`src/rtl/vga_display_engine.sv`:
```
// vga_display_engine: parametrised VGA timing with fetch-ahead addressing,
// latency-aligned sync/blank/colour pins and built-in test patterns.
module vga_display_engine #(
  parameter int   H_ACTIVE      = 640,
  parameter int   H_FP          = 16,
  parameter int   H_SYNC        = 96,
  parameter int   H_BP          = 48,
  parameter int   V_ACTIVE      = 480,
  parameter int   V_FP          = 10,
  parameter int   V_SYNC        = 2,
  parameter int   V_BP          = 33,
  parameter logic HS_POL        = 1'b0,
  parameter logic VS_POL        = 1'b0,
  parameter int   COLOR_W       = 8,
  parameter int   FETCH_LATENCY = 2,
  parameter int   ADDR_W        = 19
) (
  input  logic                   vga_clk,
  input  logic                   reset,
  input  logic                   enable,
  input  logic [1:0]             mode,
  input  logic [3*COLOR_W-1:0]   pixel,
  output logic [10:0]            next_pixel_h,
  output logic [10:0]            next_pixel_v,
  output logic [ADDR_W-1:0]      next_pixel_addr,
  output logic                   fetch_valid,
  output logic                   HS,
  output logic                   VS,
  output logic                   blank_n,
  output logic [COLOR_W-1:0]     red,
  output logic [COLOR_W-1:0]     green,
  output logic [COLOR_W-1:0]     blue,
  output logic                   frame_start
);

  localparam int H_TOTAL = H_ACTIVE + H_FP + H_SYNC + H_BP;
  localparam int V_TOTAL = V_ACTIVE + V_FP + V_SYNC + V_BP;
  localparam int HS_BEG  = H_ACTIVE + H_FP;
  localparam int HS_END  = HS_BEG + H_SYNC;
  localparam int VS_BEG  = V_ACTIVE + V_FP;
  localparam int VS_END  = VS_BEG + V_SYNC;
  localparam int BAR_W   = H_ACTIVE / 8;
  localparam int BAR_DIV = (BAR_W > 0) ? BAR_W : 1;

  typedef enum logic [1:0] {IDLE, RUN, DRAIN} state_t;

  typedef struct packed {
    logic        hs;
    logic        vs;
    logic        act;
    logic [1:0]  mode;
    logic [10:0] h;
    logic [10:0] v;
  } tap_t;

  state_t              state, state_nx;
  logic                live, h_last, eof;
  logic                nx_act, fs_nx;
  logic [10:0]         h_nx, v_nx;
  logic [ADDR_W-1:0]   addr_nx;
  logic [1:0]          mode_q;

  assign live   = state != IDLE;
  assign h_last = next_pixel_h == 11'(H_TOTAL - 1);
  assign eof    = h_last && next_pixel_v == 11'(V_TOTAL - 1);

  // DRAIN keeps scanning so a dropped enable never cuts a frame short
  always_comb begin
    state_nx = state;
    unique case (state)
      IDLE:    if (enable) state_nx = RUN;
      default: state_nx = enable ? RUN : (eof ? IDLE : DRAIN);
    endcase
  end

  always_comb begin
    h_nx = '0;
    v_nx = '0;
    if (live && state_nx != IDLE) begin
      h_nx = h_last ? '0 : next_pixel_h + 11'd1;
      if (!h_last)  v_nx = next_pixel_v;
      else if (!eof) v_nx = next_pixel_v + 11'd1;
    end
    nx_act = state_nx != IDLE
          && h_nx < 11'(H_ACTIVE)
          && v_nx < 11'(V_ACTIVE);
    fs_nx  = state_nx != IDLE && h_nx == '0 && v_nx == '0;
    if (fs_nx || state_nx == IDLE) addr_nx = '0;
    else if (fetch_valid) addr_nx = next_pixel_addr + ADDR_W'(1);
    else addr_nx = next_pixel_addr;
  end

  always_ff @(posedge vga_clk or negedge reset) begin
    if (!reset) state <= IDLE;
    else        state <= state_nx;
  end

  always_ff @(posedge vga_clk or negedge reset) begin
    if (!reset) begin
      next_pixel_h    <= '0;
      next_pixel_v    <= '0;
      next_pixel_addr <= '0;
      fetch_valid     <= 1'b0;
      frame_start     <= 1'b0;
      mode_q          <= '0;
    end else begin
      next_pixel_h    <= h_nx;
      next_pixel_v    <= v_nx;
      next_pixel_addr <= addr_nx;
      fetch_valid     <= nx_act;
      frame_start     <= fs_nx;
      if (fs_nx) mode_q <= mode;
    end
  end

  tap_t req, tap;

  always_comb begin
    req      = '0;
    req.hs   = live
            && next_pixel_h >= 11'(HS_BEG)
            && next_pixel_h <  11'(HS_END);
    req.vs   = live
            && next_pixel_v >= 11'(VS_BEG)
            && next_pixel_v <  11'(VS_END);
    req.act  = fetch_valid;
    req.mode = mode_q;
    req.h    = next_pixel_h;
    req.v    = next_pixel_v;
  end

  generate
    if (FETCH_LATENCY == 0) begin : g_nodly
      assign tap = req;
    end else begin : g_dly
      tap_t dly [FETCH_LATENCY];
      always_ff @(posedge vga_clk or negedge reset) begin
        if (!reset) begin
          dly <= '{default: '0};
        end else begin
          dly[0] <= req;
          for (int i = 1; i < FETCH_LATENCY; i++)
            dly[i] <= dly[i-1];
        end
      end
      assign tap = dly[FETCH_LATENCY-1];
    end
  endgenerate

  logic [10:0]          bar_idx;
  logic [2:0]           bar;
  logic                 border;
  logic [3*COLOR_W-1:0] rgb;

  always_comb begin
    bar_idx = tap.h / 11'(BAR_DIV);
    bar     = 3'b000;
    if (BAR_W > 0 && bar_idx < 11'd8)
      bar = {~bar_idx[1], ~bar_idx[2], ~bar_idx[0]};
    border = tap.h == '0
          || tap.h == 11'(H_ACTIVE - 1)
          || tap.v == '0
          || tap.v == 11'(V_ACTIVE - 1);
    rgb = pixel;
    unique case (tap.mode)
      2'd1: rgb = {{COLOR_W{bar[2]}},
                   {COLOR_W{bar[1]}},
                   {COLOR_W{bar[0]}}};
      2'd2: rgb = {3*COLOR_W{tap.h[3] ^ tap.v[3]}};
      2'd3: if (border) rgb = '1;
      default: ;
    endcase
  end

  always_ff @(posedge vga_clk or negedge reset) begin
    if (!reset) begin
      HS      <= ~HS_POL;
      VS      <= ~VS_POL;
      blank_n <= 1'b0;
      red     <= '0;
      green   <= '0;
      blue    <= '0;
    end else begin
      HS      <= tap.hs ? HS_POL : ~HS_POL;
      VS      <= tap.vs ? VS_POL : ~VS_POL;
      blank_n <= tap.act;
      {red, green, blue} <= tap.act ? rgb : '0;
    end
  end

endmodule
```
`config.mk`:
```
export PLATFORM = sky130hd
export DESIGN_NAME = vga_display_engine
export DESIGN_NICKNAME = d
export VERILOG_FILES = /design/src/rtl/vga_display_engine.sv
export SDC_FILE = /design/constraint.sdc
export NUM_CORES = 1
export LEC_CHECK = 0
export ABC_AREA = 1
export ABC_CLOCK_PERIOD_IN_PS = 2900
export CAP_MARGIN = 25
export CELL_PAD_IN_SITES_DETAIL_PLACEMENT = 1
export CELL_PAD_IN_SITES_GLOBAL_PLACEMENT = 1
export CORE_ASPECT_RATIO = 1.5
export CORE_UTILIZATION = 41
export DETAILED_ROUTE_END_ITERATION = 10
export GPL_ROUTABILITY_DRIVEN = 1
export PLACE_DENSITY_LB_ADDON = 0.1
export RECOVER_POWER = 25
export SYNTH_ARGS = -nofsm -noshare
export SYNTH_HDL_FRONTEND = slang
export SYNTH_SLANG_ARGS = --single-unit
export TNS_END_PERCENT = 50
```
`constraint.sdc`:
```
create_clock -name vga_clk -period 2.9 [get_ports vga_clk]
set_input_delay 0.58 -clock vga_clk [delete_from_list [all_inputs] [get_ports vga_clk]]
set_output_delay 0.58 -clock vga_clk [all_outputs]
set_load 0.02 [all_outputs]
```
Yosys cells after proc, flatten, opt, wreduce, memory -nomap -nowiden
Cells that the tools add are included.

word-level totals
  memory bits (writable) = 0
  memories kept = 0
  bits in read-only memories = 0
  flip-flop bits (word level) = 128
  output and inout port bits = 70
  latch bits = 0
  bits of input ports = 29
  logic and storage cells = 87

cells by class
  multipliers = 0
  divide/modulo/power cells = 1
  magnitude comparators = 7
  bitwise gates (word level) = 4
  reductions and logical operators = 23
  add/sub/neg operators = 3
  mux-type cells = 17
  equality and inequality tests = 7
  shift-type cells = 0

operators by type and width
  operator                                                       count
  one-hot mux 24 bit (3 select lines)                            1
  2-to-1 mux 11 bit                                              5
  2-to-1 mux 24 bit                                              2
  zero test 11 bit                                               4
  2-to-1 mux 19 bit                                              2
  equality test 11 x 10 -> 1 bit (second input constant)         3
  adder 11 x 1 -> 11 bit (second input constant)                 2
  less-than comparator 11 x 10 -> 1 bit (second input constant)  2
  less-than comparator 11 x 9 -> 1 bit (second input constant)   2
  adder 19 x 1 -> 19 bit (second input constant)                 1
  divider 11 x 7 -> 11 bit (second input constant)               1
  equality test 11 x 9 -> 1 bit (second input constant)          1
  >= comparator 11 x 10 -> 1 bit (second input constant)         1
  >= comparator 11 x 9 -> 1 bit (second input constant)          1
  less-than comparator 11 x 4 -> 1 bit (second input constant)   1
  logical AND 1 bit                                              10
  2-to-1 mux 2 bit                                               4
  nonzero test 2 bit                                             3
  equality test 2 bit (second input constant)                    2
  zero test 2 bit                                                2
  logical OR 1 bit                                               4
  2-to-1 mux 3 bit                                               1
  NOT 1 bit                                                      3
  equality test 2 x 1 -> 1 bit (second input constant)           1
  other kinds (2)                                                3

Depth between registers and ports, before layout
  depth after elaboration = 13
  depth in mapped cells = 19
  depth with buffers taken out = 19

Least setup slack after synthesis
OpenSTA, ideal clock, no wires.

  path kind = register to register
  start point = register next_pixel_v[0]
  end point = register next_pixel_addr[13]
  slack = 0.602 ns
  data required time = 2.775 ns
  data arrival time = 2.173 ns
  cell stages (with the launch flop) = 16
  buffers on the path = 2
  setup time = 0.125 ns
  path through = dfrtp_1 inv_1 ha_1 inv_1 nor3_2 nand3_1 nor2_2 a21oi_2 buf_6 o21ai_1 nand2_1 nor2_1 nand2_1 o21ai_4 buf_12 nor2_4

on the way
  word-level cells in the longest chain between the ends = 13
  elaborated cells on any way between the ends = 20

RTL lines
  element                                                  line    text
  start: declaration                                       24      output logic [10:0] next_pixel_v,
  start signal: assignment                                 108     next_pixel_v <= v_nx;
  equality test 11 x 10 -> 1 bit                           65      assign eof = h_last && next_pixel_v == 11'(V_TOTAL - 1);
  logical AND 1 bit                                        65
  2-to-1 mux 2 bit (2 in a row)                            72      default: state_nx = enable ? RUN : (eof ? IDLE : DRAIN);
  2-to-1 mux 2 bit                                         70      unique case (state)
  nonzero test 2 bit                                       79, 87
  logical AND 1 bit                                        79      if (live && state_nx != IDLE) begin
  2-to-1 mux 11 bit                                        79
  zero test 11 bit                                         87      fs_nx = state_nx != IDLE && h_nx == '0 && v_nx == '0;
  logical AND 1 bit (2 in a row)                           87
  logical OR 1 bit (*)                                     88      if (fs_nx || state_nx == IDLE) addr_nx = '0;
  2-to-1 mux 19 bit or nonzero test 2 bit (tied branches)  -
  end signal: assignment                                   109     next_pixel_addr <= addr_nx;
  end: declaration                                         25      output logic [ADDR_W-1:0] next_pixel_addr,

Every way passes the cells marked *; elsewhere a longest branch is shown, timed or not.
A chain may end at the register's enable or synchronous reset.

Final worst setup path
  start point = register next_pixel_v[0]
  end point = register next_pixel_addr[4]

The elaborated chain is that of the path after synthesis.

==> results.yml <==
synth:
  netlist_instances: 686
  syn_nets: 721
  synth_top_area_share_pct: 51.3
  ys_top_cells_by_area: "dfrtp_1, nand2_1, inv_1"
  synth_most_common_cell: "dfrtp_1"
  yosys.area.top_type: "dfrtp_1"
  synth_area_um2: 6140
  synthArstFlopShare_pct: 100
  synth_edf_count: 0
  syn_avg_cell_area_um2: 8.96
  synthFlopType: "dfrtp_1"
  yosys_warnings: 0
  synthTopCellsByCount: "dfrtp_1, nand2_1, inv_1, nor2_1, o21ai_0"
  yosysSeqAreaShare_pct: 52.2
  synth_seq_cells: 128
  synth_cell_types: 45
run:
  maxCapViolCount: 1
global_routing:
  grt_use_total_pct: 23.5
  antenna_found_initial: 0
  grt_pass1_vias: 5610
  grt_pass1_wl_um: 28000
  grt_start_max_net_pins: 76
  overflow: 0
route:
  initialDrtViolationCount: 178
  postRouteAntennaNets: 0
  drt_first_pass_iters: 4
  num_vias: 5106
  vias_per_cell: 5.18
  drt_wl_total_um: 17100
  drt_drc_violations_left: 0
  wl_per_cell_um: 17.4
clock_network:
  clk_pin_slew_ps: 60
  cts.sink_count: 128
  clockRootBuffer: "clkbuf_16"
  cts-buffers-inserted: 17
  h-tree-depth: 4
  holdBufCountCts: 0
  cts.path.max_buffers: 2
  cts_tree: "built"
  cts_resized: 0
  postCtsSetupBuffers: 0
  clk_latency_ps: 420
sta:
  clock_skew_ps: 11.2
  tightest_slew_ps: 1850
  fmax_ghz: 0.376
  hold_viol: 0
  finalCritPeriodShare_pct: 91.8
  fin_setup_tns_ps: 0
  drv_slew: 30
  post-route-min-period_ps: 2660
  rsz0062_at_grt: "no"
  setup_viol: 0
  slew_headroom_pct: -23.3
setup_path:
  cp_data_required_time_ps: 3200
  crit_path_start_kind: "register"
  slowest_delay_ps: 340
  r2r_cells: 15
  cp_num_buf_inv: 3
  rr_startpoint: "next_pixel_v[0]"
  worstPathMaxFanout: 19
  worstSetupPathType: "reg2reg"
  arrival_ps: 2960
  path_cells: "clkbuf_1 -> ha_1 -> inv_1 -> nor2_1 -> nand2_1 -> xor2_1 -> nand2_1 -> o21ai_0 -> or2_1 -> nand2_1 -> nor2_1 -> nand2_1 -> o21ai_4 -> buf_12 -> nor2_1"
  reg2reg_slack_ps: 240
  cp_common_cell: "nand2_1"
  crit_family: "simple AND/OR/NAND/NOR gates"
  r2r_end: "next_pixel_addr[4]"
  end_kind: "register"
  cpMaxStageDelayCell: "dfrtp_1"
hold_path:
  holdCritStartpoint: "g_dly.dly[46]"
  min_to: "g_dly.dly[19]"
  hp-class: "reg2reg"
  hold_depth: 0
floorplan:
  fp.dieArea_um2: 15500
  rows: 54
  io_pins: 99
  die_h_um: 152
  core-area_um2: 14600
  initial_core_util_pct: 42.1
  die_w_um: 102
placed_design:
  dp.cells: 953
  place_congestion: 0.913
  io_buffers: 98
  dpl_cell_area_um2: 7210
  dpl.hpwl_um: 12400
cells_and_area:
  area_delta_synth_final_pct: 26.7
  antenna_cells: 0
  fin_cells: 985
  fin_nets: 811
  drive_above_1_share_pct: 9.25
  final_area_um2: 7790
run_status:
  violations: "capacitance limit, slew limit"
  status: "complete, but fails checks"
power_and_ir_drop:
  powerDensity_nw_per_um2: 765
  p_leak_nw: 3.63
  p_total_mw: 5.96
  peakVddDrop_mv: 0.399
## layer usage
metal	vias to the layer above	global-route usage, %	wire (um)
met5	-	0	0
met4	0	10.6	582
met3	49	4.92	674
met2	144	43.1	9330
met1	2527	25.2	6540
li1	2386	-	-
## registers in the layout, indices dropped and copies added, names as in the netlist, 2 cells and up
name and count:
g_dly.dly 54, next_pixel_addr 19, next_pixel_h 11, next_pixel_v 11, blue 8, green 8, red 8, mode_q 2
state 2
## cells by family (layout without fill, tap and decap cells)
family          count (synthesis)  after routing  synth area share (%)
xor+xnor                       22             22                  3.14
mux                             1              1                 0.163
compound gates                103            103                  9.27
fa+ha+maj                       6              6                  1.22
buf+inv                       132            235                  9.96
simple gates                  294            294                  24.1
flops                         128            128                  52.2
## where the power goes
part / leakage, nW / switching [mW] / total, mW / internal [mW]
Clock: 0.279 / 0.804 / 2.12 / 1.31
Combinational: 1.66 / 0.982 / 1.63 / 0.647
Sequential: 1.69 / 0.145 / 2.21 / 2.06
Total: 3.63 / 1.93 / 5.96 / 4.02
## per-stage QoR
stage	hold slack, ps	utilization (%)	setup slack [ps]
CTS	112	53.5	207
global route	353	53.4	0.693
finish	350	53.4	237
global placement	332	49.4	271
floorplan	284	-	602
detailed placement	336	49.4	236
## cell usage in the layout, fill, tap and decap left out, drive strengths merged, types with 25 or more instances in the layout
cell type      synthesis  final
inv                   93     94
clkdlybuf4s50          0     97
dfrtp                126    126
nand2                103    103
nand3                 46     46
nor2                  85     85
o21ai                 51     51
clkbuf                11     25
a21oi                 39     39
## final cells by class
cell class                 count  area, um2
timing repair buffer         108       1060
clock inverter                12        135
multi-input combinational    426       2330
fill                        1729       6810
sequential                   128       3210
tap                          196        245
clock buffer                  20        457
inverter                      95        358
## worst max path at each step
stage | startpoint | to | cells past startpoint
CTS | next_pixel_h[1] | next_pixel_addr[6] | 15
global route | next_pixel_h[1] | next_pixel_addr[6] | 15
detailed placement | next_pixel_h[1] | next_pixel_addr[6] | 15
floorplan | next_pixel_v[0] | next_pixel_addr[13] | 15
finish | next_pixel_v[0] | next_pixel_addr[4] | 15
global placement | next_pixel_h[1] | next_pixel_addr[5] | 15
Note: power is estimated with default switching activity, not from simulation.
